### config.mk
export PLATFORM = sky130hd
export DESIGN_NAME = hrm_host_ctrl
export DESIGN_NICKNAME = d
export VERILOG_FILES = /design/src/rtl/hrm_host_pkg.sv /design/src/rtl/hrm_step_gen.sv /design/src/rtl/hrm_host_ctrl.sv
export SDC_FILE = /design/constraint.sdc
export NUM_CORES = 1
export LEC_CHECK = 0
export BUFFER_PORTS_ARGS = -buffer_cell sky130_fd_sc_hd__buf_2
export CAP_MARGIN = 20
export CELL_PAD_IN_SITES_DETAIL_PLACEMENT = 0
export CELL_PAD_IN_SITES_GLOBAL_PLACEMENT = 1
export CORE_MARGIN = 1
export CORE_UTILIZATION = 41
export DETAILED_ROUTE_END_ITERATION = 8
export GPL_TIMING_DRIVEN = 0
export PLACE_DENSITY_LB_ADDON = 0.1
export SLEW_MARGIN = 20
export SYNTH_ARGS = -nofsm -noshare
export SYNTH_HDL_FRONTEND = slang
export SYNTH_SLANG_ARGS = --single-unit
export TNS_END_PERCENT = 50
### constraint.sdc
create_clock -name clk -period 2.9 [get_ports clk]
set_input_delay 0.29 -clock clk [delete_from_list [all_inputs] [get_ports clk]]
set_output_delay 0.29 -clock clk [all_outputs]
set_load 0.005 [all_outputs]
### src/rtl/hrm_host_pkg.sv
// hrm_host_pkg: shared types, default widths and helpers
// for the HRM host sequencer (hrm_host_ctrl, hrm_step_gen).
package hrm_host_pkg;

  localparam int DIV_W_DEF = 16;
  localparam int CNT_W_DEF = 16;

  typedef enum logic {
    O_IDLE,
    O_SEND
  } out_state_t;

  // Counters up to 32 bits wide; holds once max_v is reached.
  function automatic logic [31:0] sat_inc(
    input logic [31:0] v,
    input logic [31:0] max_v
  );
    return (v >= max_v) ? v : v + 32'd1;
  endfunction

endpackage

### src/rtl/hrm_step_gen.sv
// hrm_step_gen: single-step pulse generator for the HRM CPU.
// Ports: clk, i_rst; step_mode, step_div, step_req in;
//   tick_mask in (HRM_HOST_BREAK_EN only); step_pulse out.
module hrm_step_gen
  import hrm_host_pkg::*;
#(
  parameter int DIV_W = DIV_W_DEF
) (
  input  logic             clk,
  input  logic             i_rst,
  input  logic             step_mode,
  input  logic [DIV_W-1:0] step_div,
  input  logic             step_req,
`ifdef HRM_HOST_BREAK_EN
  input  logic             tick_mask,
`endif
  output logic             step_pulse
);

`ifndef HRM_HOST_BREAK_EN
  logic tick_mask;
  assign tick_mask = 1'b0;
`endif

  logic             req_q;
  logic             pulse_q;
  logic [DIV_W-1:0] cnt;
  logic             req_rise;
  logic             cnt_hit;
  logic             step_evt;

  always_comb begin
    req_rise = step_req && !req_q;
    cnt_hit  = (step_div != '0) && (cnt == step_div);
    step_evt = step_mode
             && (req_rise || (cnt_hit && !tick_mask));
  end

  // Counter wraps at all-ones if step_div shrinks below it;
  // a masked tick still restarts the period.
  always_ff @(posedge clk) begin
    if (i_rst) begin
      req_q   <= 1'b0;
      pulse_q <= 1'b0;
      cnt     <= '0;
    end else begin
      req_q   <= step_req;
      pulse_q <= step_evt;
      if (!step_mode || step_evt || cnt_hit)
        cnt <= '0;
      else
        cnt <= cnt + DIV_W'(1);
    end
  end

  // Leaving stepped mode kills a pulse still in flight.
  assign step_pulse = pulse_q && step_mode && !i_rst;

endmodule

### src/rtl/hrm_host_ctrl.sv
// hrm_host_ctrl: host-side sequencer for the HRM CPU top level.
// Ports: s_* byte stream into INBOX (cpu_in_*), OUTBOX
//   (cpu_out_*) drained to m_* stream, step control
//   (cfg_step_*, step_req -> cpu_debug, cpu_nxtInstr),
//   saturating in_count/out_count. HRM_HOST_BREAK_EN adds
//   cfg_break_cnt in and sticky brk_hit out.
module hrm_host_ctrl
  import hrm_host_pkg::*;
#(
  parameter int DIV_W = DIV_W_DEF,
  parameter int CNT_W = CNT_W_DEF
) (
  input  logic             clk,
  input  logic             i_rst,
  input  logic [7:0]       s_data,
  input  logic             s_valid,
  output logic             s_ready,
  output logic [7:0]       m_data,
  output logic             m_valid,
  input  logic             m_ready,
  input  logic             cfg_step_mode,
  input  logic [DIV_W-1:0] cfg_step_div,
  input  logic             step_req,
  output logic [7:0]       cpu_in_data,
  output logic             cpu_in_wr,
  input  logic             cpu_in_full,
  input  logic [7:0]       cpu_out_data,
  input  logic             cpu_out_empty,
  output logic             cpu_out_rd,
  output logic             cpu_debug,
  output logic             cpu_nxtInstr,
  output logic [CNT_W-1:0] in_count,
  output logic [CNT_W-1:0] out_count
`ifdef HRM_HOST_BREAK_EN
  ,
  input  logic [CNT_W-1:0] cfg_break_cnt,
  output logic             brk_hit
`endif
);

  localparam logic [CNT_W-1:0] CNT_MAX = '1;

  logic       in_wr_q;
  logic       dbg_q;
  logic       pop;
  logic       send;
  out_state_t o_state;
  out_state_t o_next;

  // Blocking on our own strobe gives the INBOX full flag a
  // cycle to update before the next accept.
  assign cpu_in_wr = in_wr_q && !i_rst;
  assign s_ready   = !cpu_in_full && !cpu_in_wr && !i_rst;

  always_ff @(posedge clk) begin
    if (i_rst) begin
      in_wr_q     <= 1'b0;
      cpu_in_data <= '0;
      in_count    <= '0;
    end else begin
      in_wr_q <= s_valid && s_ready;
      if (s_valid && s_ready)
        cpu_in_data <= s_data;
      if (in_wr_q)
        in_count <= CNT_W'(sat_inc(
          32'(in_count), 32'(CNT_MAX)));
    end
  end

  always_ff @(posedge clk) begin
    if (i_rst) begin
      o_state   <= O_IDLE;
      m_data    <= '0;
      out_count <= '0;
    end else begin
      o_state <= o_next;
      if (pop)
        m_data <= cpu_out_data;
      if (send && m_ready)
        out_count <= CNT_W'(sat_inc(
          32'(out_count), 32'(CNT_MAX)));
    end
  end

  // Head byte is latched on the same edge that pops it.
  always_comb begin
    o_next = o_state;
    pop    = 1'b0;
    send   = 1'b0;
    unique case (o_state)
      O_IDLE: begin
        if (!cpu_out_empty) begin
          pop    = 1'b1;
          o_next = O_SEND;
        end
      end
      O_SEND: begin
        send = 1'b1;
        if (m_ready)
          o_next = O_IDLE;
      end
    endcase
  end

  assign cpu_out_rd = pop && !i_rst;
  assign m_valid    = send && !i_rst;

  always_ff @(posedge clk) begin
    if (i_rst)
      dbg_q <= 1'b0;
    else
      dbg_q <= cfg_step_mode;
  end

  assign cpu_debug = dbg_q && !i_rst;

`ifdef HRM_HOST_BREAK_EN
  logic brk_q;

  always_ff @(posedge clk) begin
    if (i_rst || !cfg_step_mode)
      brk_q <= 1'b0;
    else if (cfg_break_cnt != '0
             && out_count == cfg_break_cnt)
      brk_q <= 1'b1;
  end

  assign brk_hit = brk_q && !i_rst;
`endif

  hrm_step_gen #(
    .DIV_W(DIV_W)
  ) u_step (
    .clk       (clk),
    .i_rst     (i_rst),
    .step_mode (cfg_step_mode),
    .step_div  (cfg_step_div),
    .step_req  (step_req),
`ifdef HRM_HOST_BREAK_EN
    .tick_mask (brk_q),
`endif
    .step_pulse(cpu_nxtInstr)
  );

endmodule

==> metrics, run 1 <==
worst reg2reg path depth=6; overall global routing resource usage=20.48%; I/O pin count=94; layout cell share with drive strength beyond 1=23.79%; vias in the first global route=2983; synth top area cells=dfxtp_1 42%, xnor2_1 5.8%, nand2_1 4.3%; Critical Path AT=2.38 ns; Data required, critical path=3.17 ns; CP Max Fanout=8; outcome=completed; number of remaining DRC errors=0; DR vias/cell=5.401; total iterations of the first detailed-routing run=4; Hold Buf Count CTS=0; Worst Setup End Kind=register; routed wl met2=3667 um; Distinct cells, synth=38; Seq/Total Area, Yosys=41.87%; pin count of the biggest net entering global routing=11; Setup Skew=0.01310 ns; maxcap violations=0; Avg Inst Size Synth=8.482 um2; most frequent cells in the layout=94 x buf_2, 69 x dfxtp_1, 38 x nand2_1, 28 x a21oi_1, 22 x xnor2_1; Finished Layout Cells=598; n_diodes=0; Nets=536; met1 WL=4097 um; Core Region=7767 um2; EDFF count, synth=0; Detailed Route WL=8295 um; GRT Residual Overflow=0; routed length on met3=450 um; Initial Util=42.48%; wire per inst=13.87 um; critical path startpoint category=register; Synth Flop Type=dfxtp_1; CTS max path bufs=2; Via Count=3230; H-tree depth=3; first-pass GRT wire length=14090 um; CTS Buf Count=9; Clock Sinks=69; Pwr Density=442.4 nW/um2; Clock Pin Slew Worst Setup and Hold Paths=0.07 ns; Gate Count Post-Synth=389; Tmin final=2.115 ns; post-cts resize count=0; post-route clock period utilization=72.95%; Placed Cells=584; placed instance area=3892 um2; Root Buffer=clkbuf_8; unrepaired setup endpoints after global routing=false; area of the mapped netlist=3299 um2; Final setup viols=0; die area=8410 um2; final slew viol count=0; most common cell after layout, fill and taps aside=buf_2; Worst-Margin Slew=0.8878 ns; relative slew slack=40.36%; Port Buffers=93; peak supply drop=0.2383 mV; top layer in use=met4; Setup crit start=out_count[0]; final hold violations=0; top cell type's share of synthesized area=41.87%; DR iter-0 viols=85; type of the worst setup path=reg2reg; r2r endpoint=out_count[12]; Pwr Total=1798 uW; post-synthesis register bit count=69; FF-to-FF Start=out_count[0]; Core Rows=32; CTS tree=done; Post-DP HPWL=6126 um; routability cong.=0.8162; initial antenna violation count=0; Die H=91.71 um; total leakage power=0.001530 uW; Layout area overhead=23.21%; Yosys warnings=0; reg-to-reg slack, setup=0.78 ns; worst hold path type=in2reg; Final Instance Area=4065 um2; Post-DRT Antenna Nets=0; Die X=91.71 um; Post-CTS Setup Bufs=0; Worst Setup EP=out_count[12]; Fmax=0.4727 GHz; setup TNS=0 ns; Synth area leader=dfxtp_1; clk_lat worst skew=0.33 ns; Post-Syn Nets=432; Async SR Flop Fraction=0%
[state kept, by name (all words and copies together), names as in the netlist]
signal / flops
dbg_q: 1
o_state: 1
u_step.req_q: 1
out_count: 16
in_wr_q: 1
in_count: 16
m_data: 8
u_step.cnt: 16
u_step.pulse_q: 1
cpu_in_data: 8
[stage by stage]
stage / hold slack [ns] / util [%] / setup slack [ns]
floorplan: 0.3974 / - / 1.027
global placement: 0.4396 / 50.11 / 0.8104
global route: 0.1629 / 52.34 / 0.6218
CTS: 0.1418 / 52.26 / 0.7695
finish: 0.1533 / 52.34 / 0.7846
detailed placement: 0.4446 / 50.11 / 0.7934
[critical path: stages, from the launching register on]
cell      delay, ns
dfxtp_1        0.41
ha_1           0.22
nand4_1        0.22
or3_1          0.38
clkbuf_2       0.18
or4_1          0.51
a21oi_1        0.14
[report_power, final]
| part | internal (uW) | switching [uW] |
|---|---|---|
| sequential | 967 | 13.9 |
| clock | 349 | 340 |
| combinational | 59.4 | 69.1 |
| total | 1380 | 423 |
[final cells by class]
| type | instances | area [um2] |
|---|---|---|
| fill | 803 | 3702 |
| multi-input combinational | 292 | 1817 |
| sequential | 69 | 1381 |
| timing repair buffer | 93 | 465.4 |
| clock buffer | 13 | 158.9 |
| tap | 102 | 127.6 |
| buffer | 17 | 66.31 |
| inverter | 11 | 41.29 |
| clock inverter | 1 | 7.507 |
[per-layer routing]
layer | vias up | GRT usage (%)
met2 | 92 | 32.96
met5 | - | 0
met4 | 0 | 6.901
met1 | 1498 | 27.55
met3 | 10 | 3.814
li1 | 1630 | -
[cells by family after synthesis]
group	count (synthesis)	synth area share [%]
AND/OR/NAND/NOR	168	27.34
AO/OA/AOI/OAI	81	15.47
flip-flops	69	41.87
XOR/XNOR	34	9.025
buffers and inverters	28	3.261
multiplexers	6	1.896
adder cells (fa/ha/maj)	3	1.138
[worst min path at each step]
stage / cells past startpoint / slack (ns) / from / to
2_1_floorplan: 1 / 0.40 / i_rst / dbg_q
3_3_place_gp: 2 / 0.44 / m_data[2] / m_data[2]
3_5_place_dp: 2 / 0.44 / m_data[6] / m_data[6]
4_1_cts: 3 / 0.14 / s_data[1] / cpu_in_data[1]
5_1_grt: 3 / 0.16 / s_data[7] / cpu_in_data[7]
6_report: 3 / 0.15 / s_data[7] / cpu_in_data[7]
[cell usage after synthesis (11+ instances only)]
cell type and n:
xor2_1 12, a211oi_1 18, nand4_1 18, nor3_1 13
inv_1 11, clkbuf_1 15, dfxtp_1 69, o21ai_0 15
nand3_1 14, a21oi_1 28, nand2_1 38, nor2_1 20
nor4_1 16, xnor2_1 22
(Power assumes the default switching activity.)
==> run 2, diff against run 1 <==
--- a/config.mk
+++ b/config.mk
@@ -10,7 +10,7 @@
 export CELL_PAD_IN_SITES_DETAIL_PLACEMENT = 0
 export CELL_PAD_IN_SITES_GLOBAL_PLACEMENT = 1
 export CORE_MARGIN = 1
-export CORE_UTILIZATION = 41
+export CORE_UTILIZATION = 38
 export DETAILED_ROUTE_END_ITERATION = 8
 export GPL_TIMING_DRIVEN = 0
 export PLACE_DENSITY_LB_ADDON = 0.1
==> constraint.sdc (replaced) <==
create_clock -name clk -period 2.11 [get_ports clk]
set_input_delay 0.211 -clock clk [delete_from_list [all_inputs] [get_ports clk]]
set_output_delay 0.211 -clock clk [all_outputs]
set_load 0.005 [all_outputs]
==> metrics, run 2 (synthesis gave the netlist of run 1 again) <==
outcome=completed; Net Sw Frac=25.21%; Setup Skew=0.01227 ns; FF-to-FF Start=out_count[0]; setup TNS=0 ns; Tmin final=2.035 ns; worst reg2reg path depth=5; CTS Buf Count=9; final slew viol count=0; DR iter-0 viols=121; Flop pwr share=53.9%; clk_lat worst skew=0.34 ns; die area=9059 um2; Root Buffer=clkbuf_8; DR vias/cell=5.343; overall global routing resource usage=18.75%; first-pass GRT wire length=13300 um; n_diodes=0; Clock Sinks=69; Core Rows=33; Comb pwr share=7.0%; Worst Hold Depth=3; H-tree depth=3; Clock Pin Slew Worst Setup and Hold Paths=0.08 ns; Die H=95.18 um; vias in the first global route=2851; P_sw=630.2 uW; most common cell after layout, fill and taps aside=buf_2; Setup crit start=out_count[0]; GRT Residual Overflow=0; dpl ws=0.03938 ns; critical path startpoint category=register; Post-DP HPWL=6095 um; type of the worst setup path=reg2reg; Port Buffers=93; hold slack=0.06176 ns; Data required, critical path=2.38 ns; final hold violations=0; Top Registers=in_count x16, out_count x16, u_step.cnt x16; CP Max Fanout=8; Worst Setup End Kind=register; maxcap violations=0; peak supply drop=0.2493 mV; CTS max path bufs=2; total leakage power=0.001539 uW; total iterations of the first detailed-routing run=4; Detailed Route WL=8320 um; unrepaired setup endpoints after global routing=true; layout cell share with drive strength beyond 1=25.65%; I/O pin count=94; Worst-Margin Slew=0.6897 ns; fin worst setup slack=0.07456 ns; Worst Setup EP=out_count[12]; pin count of the biggest net entering global routing=13; relative slew slack=53.52%; reg-to-reg slack, setup=0.07 ns; worst hold path type=in2reg; wire per inst=13.77 um; number of remaining DRC errors=0; Die X=95.18 um; footprint of the multi-input gates=1829 um2; Hold Buf Count CTS=0; filler instances=872; Core Region=8299 um2; internal power=1870 uW; r2r endpoint=out_count[12]; Layout area overhead=24.46%; clock power share=39.0%; Reg area=1384 um2; Fmax=0.4913 GHz; Final setup viols=0; Via Count=3227; Post-DRT Antenna Nets=0; post-route clock period utilization=96.47%; CTS tree=done; Critical Path AT=2.30 ns; Pwr Density=608.8 nW/um2; initial antenna violation count=0; Initial Util=39.76%; Nets=537; routability cong.=0.7887; Util after Layout=49.48%; Pwr Total=2500 uW; most frequent cells in the layout=94 x buf_2, 67 x dfxtp_1, 38 x nand2_1, 28 x a21oi_1, 22 x xnor2_1
[run 2: area by class of cell]
class	instances	area share [%]
tap	105	3.199
multi-input combinational	292	44.55
clock buffer	11	3.443
clock inverter	5	0.8836
buffer	16	1.523
inverter	11	1.005
sequential	69	33.70
timing repair buffer	95	11.70
[run 2: routing by layer]
metal | wire length, um | vias up | track usage, % | share of wire, %
met5 | 0 | - | 0 | 0
met4 | 99 | 0 | 7.071 | 1.2
met3 | 454 | 9 | 3.349 | 5.5
met2 | 3816 | 99 | 30.30 | 46
met1 | 3950 | 1491 | 24.76 | 47
li1 | - | 1628 | - | -
[run 2: worst max-delay path, stage by stage (launching register included)]
cell and delay, ns:
dfxtp_2 0.38, ha_1 0.20, nand4_1 0.23, or3_1 0.50, or4_1 0.53, a21oi_1 0.14
[run 2: through the flow]
step           cells  area [um2]
2_1_floorplan    389        3299
3_3_place_gp     587        3896
3_5_place_dp     587        3896
4_1_cts          603        4074
5_1_grt          604        4106
6_report         604        4106
[run 2: how the worst min path moves through the flow]
| stage | from | slack, ns | to |
|---|---|---|---|
| 6_report | s_data[5] | 0.06 | cpu_in_data[5] |
| 5_1_grt | s_data[0] | 0.07 | cpu_in_data[0] |
| 4_1_cts | s_data[5] | 0.05 | cpu_in_data[5] |
| 3_5_place_dp | s_data[6] | 0.41 | cpu_in_data[6] |
| 3_3_place_gp | s_data[5] | 0.41 | cpu_in_data[5] |
| 2_1_floorplan | i_rst | 0.32 | dbg_q |
[run 2: power groups by stage]
stage / logic (uW) / registers [uW] / clock network (uW)
floorplan: 83.6 / 1380 / 0
global placement: 177 / 1380 / 0
detailed placement: 178 / 1380 / 0
CTS: 179 / 1350 / 1010
global route: 201 / 1350 / 1060
finish: 176 / 1350 / 976
[run 2: repair_timing]
action                     in CTS  in global routing
setup buffers                   0                  2
setup endpoints to repair       0                 25
gates resized for setup         0                  8
==> run 3, diff against run 2 <==
--- a/config.mk
+++ b/config.mk
@@ -10,7 +10,8 @@
 export CELL_PAD_IN_SITES_DETAIL_PLACEMENT = 0
 export CELL_PAD_IN_SITES_GLOBAL_PLACEMENT = 1
 export CORE_MARGIN = 1
-export CORE_UTILIZATION = 38
+export CORE_UTILIZATION = 39
+export CTS_BUF_LIST = sky130_fd_sc_hd__clkbuf_2 sky130_fd_sc_hd__clkbuf_4 sky130_fd_sc_hd__clkbuf_8
 export DETAILED_ROUTE_END_ITERATION = 8
 export GPL_TIMING_DRIVEN = 0
 export PLACE_DENSITY_LB_ADDON = 0.1
==> metrics, run 3 (synthesis gave the netlist of run 1 again) <==
outcome=completed; DR vias/cell=5.280; Worst-Margin Slew=0.7477 ns; critical path startpoint category=register; relative slew slack=49.61%; Root Buffer=clkbuf_8; Core Region=8217 um2; layout cell share with drive strength beyond 1=25.50%; Pwr Density=669.8 nW/um2; Die X=93.98 um; Post-DRT Antenna Nets=0; CTS Buf Count=9; Critical Path AT=2.34 ns; setup TNS=0 ns; Nets=536; total leakage power=0.001579 uW; post-route clock period utilization=97.85%; total iterations of the first detailed-routing run=4; Die H=93.98 um; CTS tree=done; Data required, critical path=2.39 ns; Top Registers=in_count x16, out_count x16, u_step.cnt x16; overall global routing resource usage=20.66%; unrepaired setup endpoints after global routing=true; type of the worst setup path=reg2reg; Detailed Route WL=8615 um; Clock Pin Slew Worst Setup and Hold Paths=0.08 ns; n_diodes=0; number of remaining DRC errors=0; final hold violations=0; wire per inst=14.29 um; pin count of the biggest net entering global routing=12; routability cong.=0.8082; most frequent cells in the layout=94 x buf_2, 69 x dfxtp_1, 38 x nand2_1, 28 x a21oi_1, 22 x xnor2_1; Clock Sinks=69; CP Max Fanout=8; Setup Skew=0.01234 ns; Port Buffers=93; I/O pin count=94; first-pass GRT wire length=14260 um; Via Count=3184; post-cts resize count=0; DR iter-0 viols=118; Layout area overhead=25.56%; GRT Residual Overflow=0; die area=8832 um2; initial antenna violation count=0; filler instances=858; Tmin final=2.065 ns; peak supply drop=0.3422 mV; H-tree depth=3; Post-DP HPWL=6396 um; maxcap violations=0; worst hold path type=in2reg; Post-CTS Setup Bufs=0; reg-to-reg slack, setup=0.05 ns; Core Rows=33; clk_lat worst skew=0.34 ns; Worst Setup End Kind=register; Final setup viols=0; vias in the first global route=2868; Hold Buf Count CTS=0; Fmax=0.4844 GHz; final slew viol count=0; CTS max path bufs=2; most common cell after layout, fill and taps aside=buf_2; Pwr Total=2775 uW; Initial Util=40.16%
==> run 3: cell types whose count changed in the layout (fill, tap and decap cells not counted) <==
cell and change:
a211oi_1 +1, a211oi_2 -1, buf_4 -2, bufinv_16 +2, clkbuf_1 -3, clkbuf_2 +3, clkbuf_4 +1, clkbuf_8 +1
clkinv_2 +1, clkinv_4 -1, clkinvlp_4 -3, dfxtp_1 +2, dfxtp_2 -2
==> run 3: stage by stage <==
stage                     utilization, %  hold WS, ns  instances  setup slack (ns)  area (um2)
after floorplan                        -       0.3184        389            0.2367        3299
after global placement             47.42       0.4066        587           0.06939        3896
after detailed placement           47.42       0.4158        587           0.04156        3896
after CTS                          50.21      0.05072        603           0.03191        4125
after global routing               50.42      0.06297        603          -0.07381        4143
final                              50.42      0.05672        603           0.04544        4143
==> run 3: layout make-up <==
cell class / instances / area [um2] / area share [%]
timing repair buffer: 93 / 465.4 / 11.24
multi-input combinational: 292 / 1824 / 44.04
buffer: 17 / 70.07 / 1.691
sequential: 69 / 1381 / 33.34
clock inverter: 4 / 70.07 / 1.691
clock buffer: 12 / 158.9 / 3.836
inverter: 11 / 41.29 / 0.9967
tap: 105 / 131.4 / 3.171
==> run 3: path summary, 6_finish.rpt <==
check                                   from              to  cells after the start
worst min-delay path               s_data[6]  cpu_in_data[6]                      3
worst max register to register  out_count[0]   out_count[12]                      6
worst min register to register     m_data[7]       m_data[7]                      2
worst max-delay path            out_count[0]   out_count[12]                      6
==> run 3: routing by layer <==
| layer | vias up | track usage, % | wire [um] |
|---|---|---|---|
| met2 | 84 | 31.63 | 3722 |
| li1 | 1634 | - | - |
| met3 | 12 | 3.722 | 409 |
| met4 | 0 | 8.590 | 135 |
| met5 | - | 0 | 0 |
| met1 | 1454 | 28.37 | 4348 |
==> run 3: critical path: stages (launching register included) <==
cell and delay (ns):
dfxtp_1 0.41, ha_1 0.22, nand4_1 0.21, or3_1 0.35, clkbuf_2 0.16, or4_1 0.51, a21oi_1 0.14
==> run 3: power by group <==
group	switching [uW]	leakage, uW	internal [uW]	total [uW]
Sequential	19.8	0.000559	1330	1350
Combinational	98.2	0.000899	82.1	180
Clock	506	0.000120	740	1250
